$ cat config.mk
export PLATFORM = sky130hd
export DESIGN_NAME = alu_seq_ctrl
export DESIGN_NICKNAME = d
export VERILOG_FILES = /design/src/rtl/alu_seq_ctrl.sv
export SDC_FILE = /design/constraint.sdc
export NUM_CORES = 1
export LEC_CHECK = 0
export CORE_ASPECT_RATIO = 0.6
export CORE_UTILIZATION = 41
export CTS_CLUSTER_SIZE = 30
export DETAILED_ROUTE_END_ITERATION = 12
export PLACE_DENSITY = 0.8
export REMOVE_ABC_BUFFERS = 1
export SLEW_MARGIN = 5
export SYNTH_ARGS = -nofsm -noshare
export SYNTH_HDL_FRONTEND = slang
export SYNTH_SLANG_ARGS = --single-unit
$ cat constraint.sdc
create_clock -name clk -period 1.8 [get_ports clk]
set_input_delay 0.45 -clock clk [delete_from_list [all_inputs] [get_ports clk]]
set_output_delay 0.45 -clock clk [all_outputs]
set_load 0.05 [all_outputs]
$ cat src/rtl/alu_seq_ctrl.sv
// Initiator-side sequencer for a 12-bit combinational ALU: accepts load/op commands,
// repeats an op cmd_count+1 times with accumulator feedback. Optional checker: ALU_SEQ_CTRL_CHECK_EN.
module alu_seq_ctrl #(
  parameter int WIDTH = 12,
  parameter int CNT_W = 4
) (
  input  logic             clk,
  input  logic             reset,
  input  logic             cmd_valid,
  output logic             cmd_ready,
  input  logic             cmd_load,
  input  logic [2:0]       cmd_fun,
  input  logic [WIDTH-1:0] cmd_operand,
  input  logic [CNT_W-1:0] cmd_count,
  output logic [WIDTH-1:0] alu_a,
  output logic [WIDTH-1:0] alu_b,
  output logic [2:0]       alu_fun,
  input  logic [WIDTH-1:0] alu_y,
  output logic [WIDTH-1:0] acc,
  output logic             zero,
  output logic             busy,
  output logic             done,
  output logic             err
);

  typedef enum logic [1:0] {IDLE, DRIVE, CAPTURE, DONE} state_t;

  state_t           state, state_nxt;
  logic [CNT_W-1:0] rem;
  logic             take;

  assign take  = cmd_valid & cmd_ready;
  assign alu_a = acc;
  assign zero  = (acc == '0);

  always_ff @(posedge clk) begin
    if (reset) state <= IDLE;
    else       state <= state_nxt;
  end

  always_comb begin
    state_nxt = state;
    case (state)
      IDLE:    if (take) state_nxt = cmd_load ? DONE : DRIVE;
      DRIVE:   state_nxt = CAPTURE;
      CAPTURE: state_nxt = (rem == '0) ? DONE : DRIVE;
      DONE:    state_nxt = IDLE;
      default: state_nxt = IDLE;
    endcase
  end

  always_comb begin
    cmd_ready = (state == IDLE) & ~reset;
    busy      = (state != IDLE);
    done      = (state == DONE);
  end

  // Datapath: acc only ever takes the load value or alu_y verbatim.
  always_ff @(posedge clk) begin
    if (reset) begin
      acc     <= '0;
      alu_b   <= '0;
      alu_fun <= '0;
      rem     <= '0;
    end else begin
      case (state)
        IDLE: if (take) begin
          if (cmd_load) acc <= cmd_operand;
          else begin
            alu_b   <= cmd_operand;
            alu_fun <= cmd_fun;
            rem     <= cmd_count;
          end
        end
        CAPTURE: begin
          acc <= alu_y;
          if (rem != '0) rem <= rem - 1'b1;
        end
        default: ;
      endcase
    end
  end

`ifdef ALU_SEQ_CTRL_CHECK_EN
  logic [WIDTH-1:0] expect_y;

  always_comb begin
    expect_y = '0;
    case (alu_fun)
      3'd0: expect_y = acc & alu_b;
      3'd1: expect_y = acc | alu_b;
      3'd2: expect_y = acc + alu_b;
      3'd3: expect_y = '0;
      3'd4: expect_y = acc & ~alu_b;
      3'd5: expect_y = acc | ~alu_b;
      3'd6: expect_y = acc - alu_b;
      3'd7: expect_y = (acc < alu_b) ? '1 : '0;
      default: expect_y = '0;
    endcase
  end

  // Sticky until reset; the result is still captured even when it disagrees.
  always_ff @(posedge clk) begin
    if (reset)                                       err <= 1'b0;
    else if (state == CAPTURE && alu_y != expect_y)  err <= 1'b1;
  end
`else
  assign err = 1'b0;
`endif

endmodule

==> run metrics, run 1 <==
status finished with violations; failing checks DRC; gr usage total 0.225; total power 2.35 mW; clk slew on worst S/H paths around 0.070 ns; Setup CP Type reg2out; Tmin final 1.75 ns; CP Data Arrival Time about 1.3 ns; Syn Std Cell Area between 1500 and 2000 sq um; leakage power 1.02 nW; drt initial violations 66; diode count 0; area delta synth->final 51.0%; Clock Skew 0.00877 ns; placed cells roughly 310; die extent in x roughly 84 um; Multi-input gate area between 800 and 900 sq um; PD cells 936 nW/um^2; Avg WL per Cell 14.1 um; Placement Cell Area 2380 sq um; via count between 1,500 and 2,000; R2R Setup Slk 0.23 ns; DPL Wire Length 3430 um; worst-path maximum fanout 4; CTS root buffer clkbuf_8; number of max-cap violations 0; Core Area 3760 sq um; clk buf depth 2; Yosys reg bits 33; Chip Height between 50 and 60 um; Vias/cell 5.05; min-delay worst type reg2reg; post-synthesis sequential area ratio 0.397; fin crit share 0.972; Pre-antenna DRT Iters 9; Ports 79; Routed Antenna Nets 0; Max VDD drop ~0.00046 V; Std-Cell Rows 17; most frequent cells in the layout 55 x buf_4, 46 x nand2_1, 33 x clkdlybuf4s50_1, 32 x dfxtp_1, 17 x nor2_1; Post-route DRC 14; Final setup viols 0; layout cells sized above 1 0.375; number of flops mapped to enable cells by yosys 0; final WL 4560 um; Skew-Pair Late Insertion Delay 0.29 ns; setup bufs post-CTS 0; Main synth FF type dfxtp_1; Inserted Clock Buffers 5; Layout Cells excl Fill 322; # hold bufs at CTS 0; CTS tree yes; fin nets between 300 and 400; Worst EP required 1.35 ns; Max Slew Vio Count 0; async set-reset flop share out of synthesis 0; pin count of the biggest net entering global routing 20; max frequency 572 MHz; antenna violations before repair 0; Buffers on Ports 77; # clock sinks 33; crit end category output port; global-route wire length before repair a little over 7000 um; Gate Count Post-Synth 199; Synth cell types 36; Initial Util 0.442; Synth Area per Inst about 8.4 sq um; Yosys warnings 0; die area ~4300 sq um; vias in the first global route 1,431; Sequential Area 662 sq um; commonest non-fill, non-tap cell in the layout buf_4; design area 2510 sq um; Hold Fails Final Rpt 0; H-Tree Depth 2; GP Congestion approximately 0.89; Fillers 337; crit path launch type register; Overflow after GRT 0
-- worst max-delay path, cell delays in order (launching register included) --
cell     delay [ns]
dfxtp_1        0.35
nor4_2         0.30
and3_4         0.23
buf_12         0.13
-- synthesized netlist by cell type (2+ instances only) --
cell type | n | share of area
nor3_1 | 2 | 0.0060
nand2_2 | 10 | 0.038
nor4_1 | 3 | 0.011
nand2_1 | 46 | 0.10
a311oi_1 | 13 | 0.068
ha_1 | 2 | 0.015
clkbuf_1 | 3 | 0.0068
a21oi_2 | 11 | 0.058
buf_2 | 6 | 0.018
dfxtp_1 | 33 | 0.40
nand2b_1 | 3 | 0.011
inv_1 | 4 | 0.0090
nor2_1 | 17 | 0.038
buf_1 | 2 | 0.0045
buf_6 | 2 | 0.014
o21ai_1 | 2 | 0.0060
a21oi_1 | 9 | 0.027
buf_4 | 13 | 0.059
-- path summary, 6_finish.rpt --
| kind | cells after the start | start | endpoint |
|---|---|---|---|
| max | 3 | acc[0] | zero |
| min | 2 | alu_b[3] | alu_b[3] |
| max reg2reg | 4 | state[0] | acc[6] |
| min reg2reg | 2 | alu_b[3] | alu_b[3] |
-- flip-flops by register name, summed over array words and instances, names as in the netlist --
register,cells
state,2
rem,4
acc,12
alu_fun,3
alu_b,12
-- per-stage QoR --
step / hold WS (ns) / setup TNS, ns / setup WS [ns] / util
after floorplan: 0.472 / -0.750 / -0.217 / -
after global placement: 0.446 / -6.03 / -0.237 / 0.633
after detailed placement: 0.454 / -6.32 / -0.245 / 0.633
after CTS: 0.463 / 0 / 0.0224 / 0.663
after global routing: 0.478 / -0.00732 / -0.00732 / 0.667
final: 0.461 / 0 / 0.0504 / 0.667
-- kinds of logic (layout without fill, tap and decap cells) --
kind of cell    count (synthesis)  in the layout  share of synthesized area
flops                          33             33                      0.397
fa+ha+maj                       2              2                     0.0150
other cells                     1              1                    0.00225
buf+inv                        31            107                      0.123
simple gates                   90             90                      0.252
compound gates                 42             42                      0.211
-- power breakdown --
group          internal (mW)  switching [mW]  total (mW)
sequential             0.790          0.0732       0.864
clock                  0.268           0.276       0.544
combinational          0.370           0.573       0.943
total                   1.43           0.923        2.35
-- metal layers --
| metal | vias up | routed length, um | GRT usage |
|---|---|---|---|
| li1 | 810 | - | - |
| met1 | 737 | 2260 | 0.313 |
| met2 | 73 | 1780 | 0.314 |
| met3 | 7 | 454 | 0.0759 |
| met4 | 0 | 65 | 0.0948 |
| met5 | - | 0 | 0 |
-- layout make-up --
cell class                      instances  area share
Timing Repair Buffer                   95       0.340
Multi-Input combinational cell        135       0.334
Sequential cell                        33       0.263
Clock buffer                            6      0.0289
Tap cell                               47      0.0234
Inverter                                4     0.00598
Clock inverter                          2     0.00398
-- repair_timing --
action | 4_1_cts | 5_1_grt
gates resized for setup | 8 | 3
endpoints found under the hold margin | 0 | 0
endpoints found under the setup margin | 2 | 3
pin swaps | 2 | 1
No activity file was read; power rests on OpenSTA's default activity.
==> run 2, diff against run 1 <==
Settings changed: CELL_PAD_IN_SITES_DETAIL_PLACEMENT from default to 1, CELL_PAD_IN_SITES_GLOBAL_PLACEMENT from default to 2, CORE_UTILIZATION 41 to 22, PLACE_DENSITY 0.8 to default, PLACE_DENSITY_LB_ADDON from default to 0.1.
==> run 2 against run 1 <==
Net effect:
- the run now ends clean
- sequential share of layout area shrank 1.3 points
- highest routed layer is now met3
- largest power group is now the clock network
- first-iteration DRC count shrank 26%
- critical endpoint unchanged
- largest cell class unchanged
- final cell count rose by 17%
==> run metrics, run 2 (same netlist as run 1, synthesis figures left out) <==
DPL Wire Length 4110 um; final worst setup slack between 0.05 and 0.06 ns; Chip Height 69.4 um; GP Congestion 0.711; Routed Antenna Nets 0; Setup CP Type reg2out; Tmin final 1.74 ns; max frequency 573 MHz; Top Registers acc x12, alu_b x12, rem x4; fin nets 309; fin crit share 0.969; commonest non-fill, non-tap cell in the layout buf_4; gr usage total 0.144; CTS tree yes; RSZ-0062 raised after global routing yes; Vias/cell 4.26; min-delay worst type reg2reg; Skew-Pair Late Insertion Delay 0.27 ns; vias in the first global route 1,641; Avg WL per Cell 14.5 um; crit end category output port; area delta synth->final 58.6%; Overflow after GRT 0; Pre-antenna DRT Iters 6; Hold Fails Final Rpt 0; Std-Cell Rows 24; layout cells sized above 1 0.366; Max VDD drop 0.000404 V; status complete, no violations; Crit path max-delay family simple AND/OR/NAND/NOR gates; Buffers on Ports between 70 and 80; worst-path maximum fanout 4; Inserted Clock Buffers 5; clk buf depth 2; H-Tree Depth 2; drt initial violations 49; die area 7930 sq um; pre-CTS setup slack -0.194 ns; final WL 5470 um; PD cells 1070 nW/um^2; number of max-cap violations 0; Layout Cells excl Fill 377; die extent in x about 110 um; Core Area 7300 sq um; leakage power 1.05 nW; clk slew on worst S/H paths around 0.05 ns; CP max-delay cell dfxtp_1; Initial Util 0.228; Fillers approximately 870; setup bufs post-CTS 0; design area roughly 2600 sq um; via count 1,607; Placement Cell Area about 2400 sq um; CTS root buffer clkbuf_16; Max Slew Vio Count 0; CP Data Arrival Time 1.29 ns; diode count 0; Final setup viols 0; Clock Skew approximately 0.0034 ns; # clock sinks 33; pin count of the biggest net entering global routing 33; Worst EP required between 1 and 1.5 ns; antenna violations before repair 0; Ports 79; crit path launch type register; CP peak stage delay 0.36 ns; WP buf/inv 1; placed cells ~370; Sequential Area 662 sq um; most frequent cells in the layout 54 x buf_4, 46 x nand2_1, 33 x clkdlybuf4s50_1, 32 x dfxtp_1, 17 x nor2_1; critical-path cell list nor4_2 -> and3_4 -> buf_12; global-route wire length before repair ~8600 um; Post-route DRC 0; Multi-input gate area 828 sq um
==> run 2: tightest hold or removal path: stages, from the launching register on <==
cell and delay (ns):
dfxtp_1 0.30, nand2_1 0.05, a21oi_1 0.05
==> run 2: final timing paths <==
check             startpoint  endpoint  slack (ns)  cells past startpoint
setup / recovery      acc[7]      zero        0.06                      3
hold / removal      alu_b[4]  alu_b[4]        0.46                      2
setup reg to reg      rem[1]    rem[3]        0.26                      7
hold reg to reg     alu_b[4]  alu_b[4]        0.46                      2
==> run 2: layer usage <==
metal | wire [um] | GRT usage | share of wire | up-vias
li1 | - | - | - | 807
met1 | 2990 | 0.211 | 0.55 | 750
met3 | 277 | 0.0411 | 0.051 | 0
met4 | 0 | 0.0303 | 0 | 0
met5 | 0 | 0 | 0 | -
met2 | 2200 | 0.206 | 0.40 | 50
==> run 2: timing repair <==
item                                    4_1_cts  5_1_grt
gates resized for setup                       4        3
hold buffers                                  0        0
pin swaps                                     0        3
endpoints found under the setup margin        1        4
cloned                                        0        0
==> run 2: power by group <==
part / total, mW / leakage (nW) / switching (mW) / internal (mW)
combinational: 0.958 / 0.693 / 0.588 / 0.370
sequential: 0.858 / 0.270 / 0.0669 / 0.791
clock: 1.00 / 0.0841 / 0.311 / 0.691
total: 2.82 / 1.05 / 0.966 / 1.85
==> run 2: area by class of cell <==
class	instances	area share
Clock buffer	7	0.0540
Clock inverter	1	0.0114
Inverter	4	0.00569
Multi-Input combinational cell	135	0.314
Sequential cell	33	0.251
Tap cell	104	0.0493
Timing Repair Buffer	93	0.315
==> run 2: per-stage QoR <==
stage / utilization / TNS [ns] / hold slack (ns) / power [mW]
final: 0.362 / 0 / 0.456 / 2.82
after global routing: 0.362 / -0.0357 / 0.484 / 2.96
after CTS: 0.361 / 0 / 0.460 / 2.85
after detailed placement: 0.334 / -4.56 / 0.453 / 1.81
after global placement: 0.334 / -4.68 / 0.448 / 1.81
after floorplan: - / -0.750 / 0.472 / 1.40
==> run 3, diff against run 2 <==
Settings changed: CAP_MARGIN from default to 25.
==> results of run 3 <==
No change in the layout: final DEF, timing and power equal those of run 2.
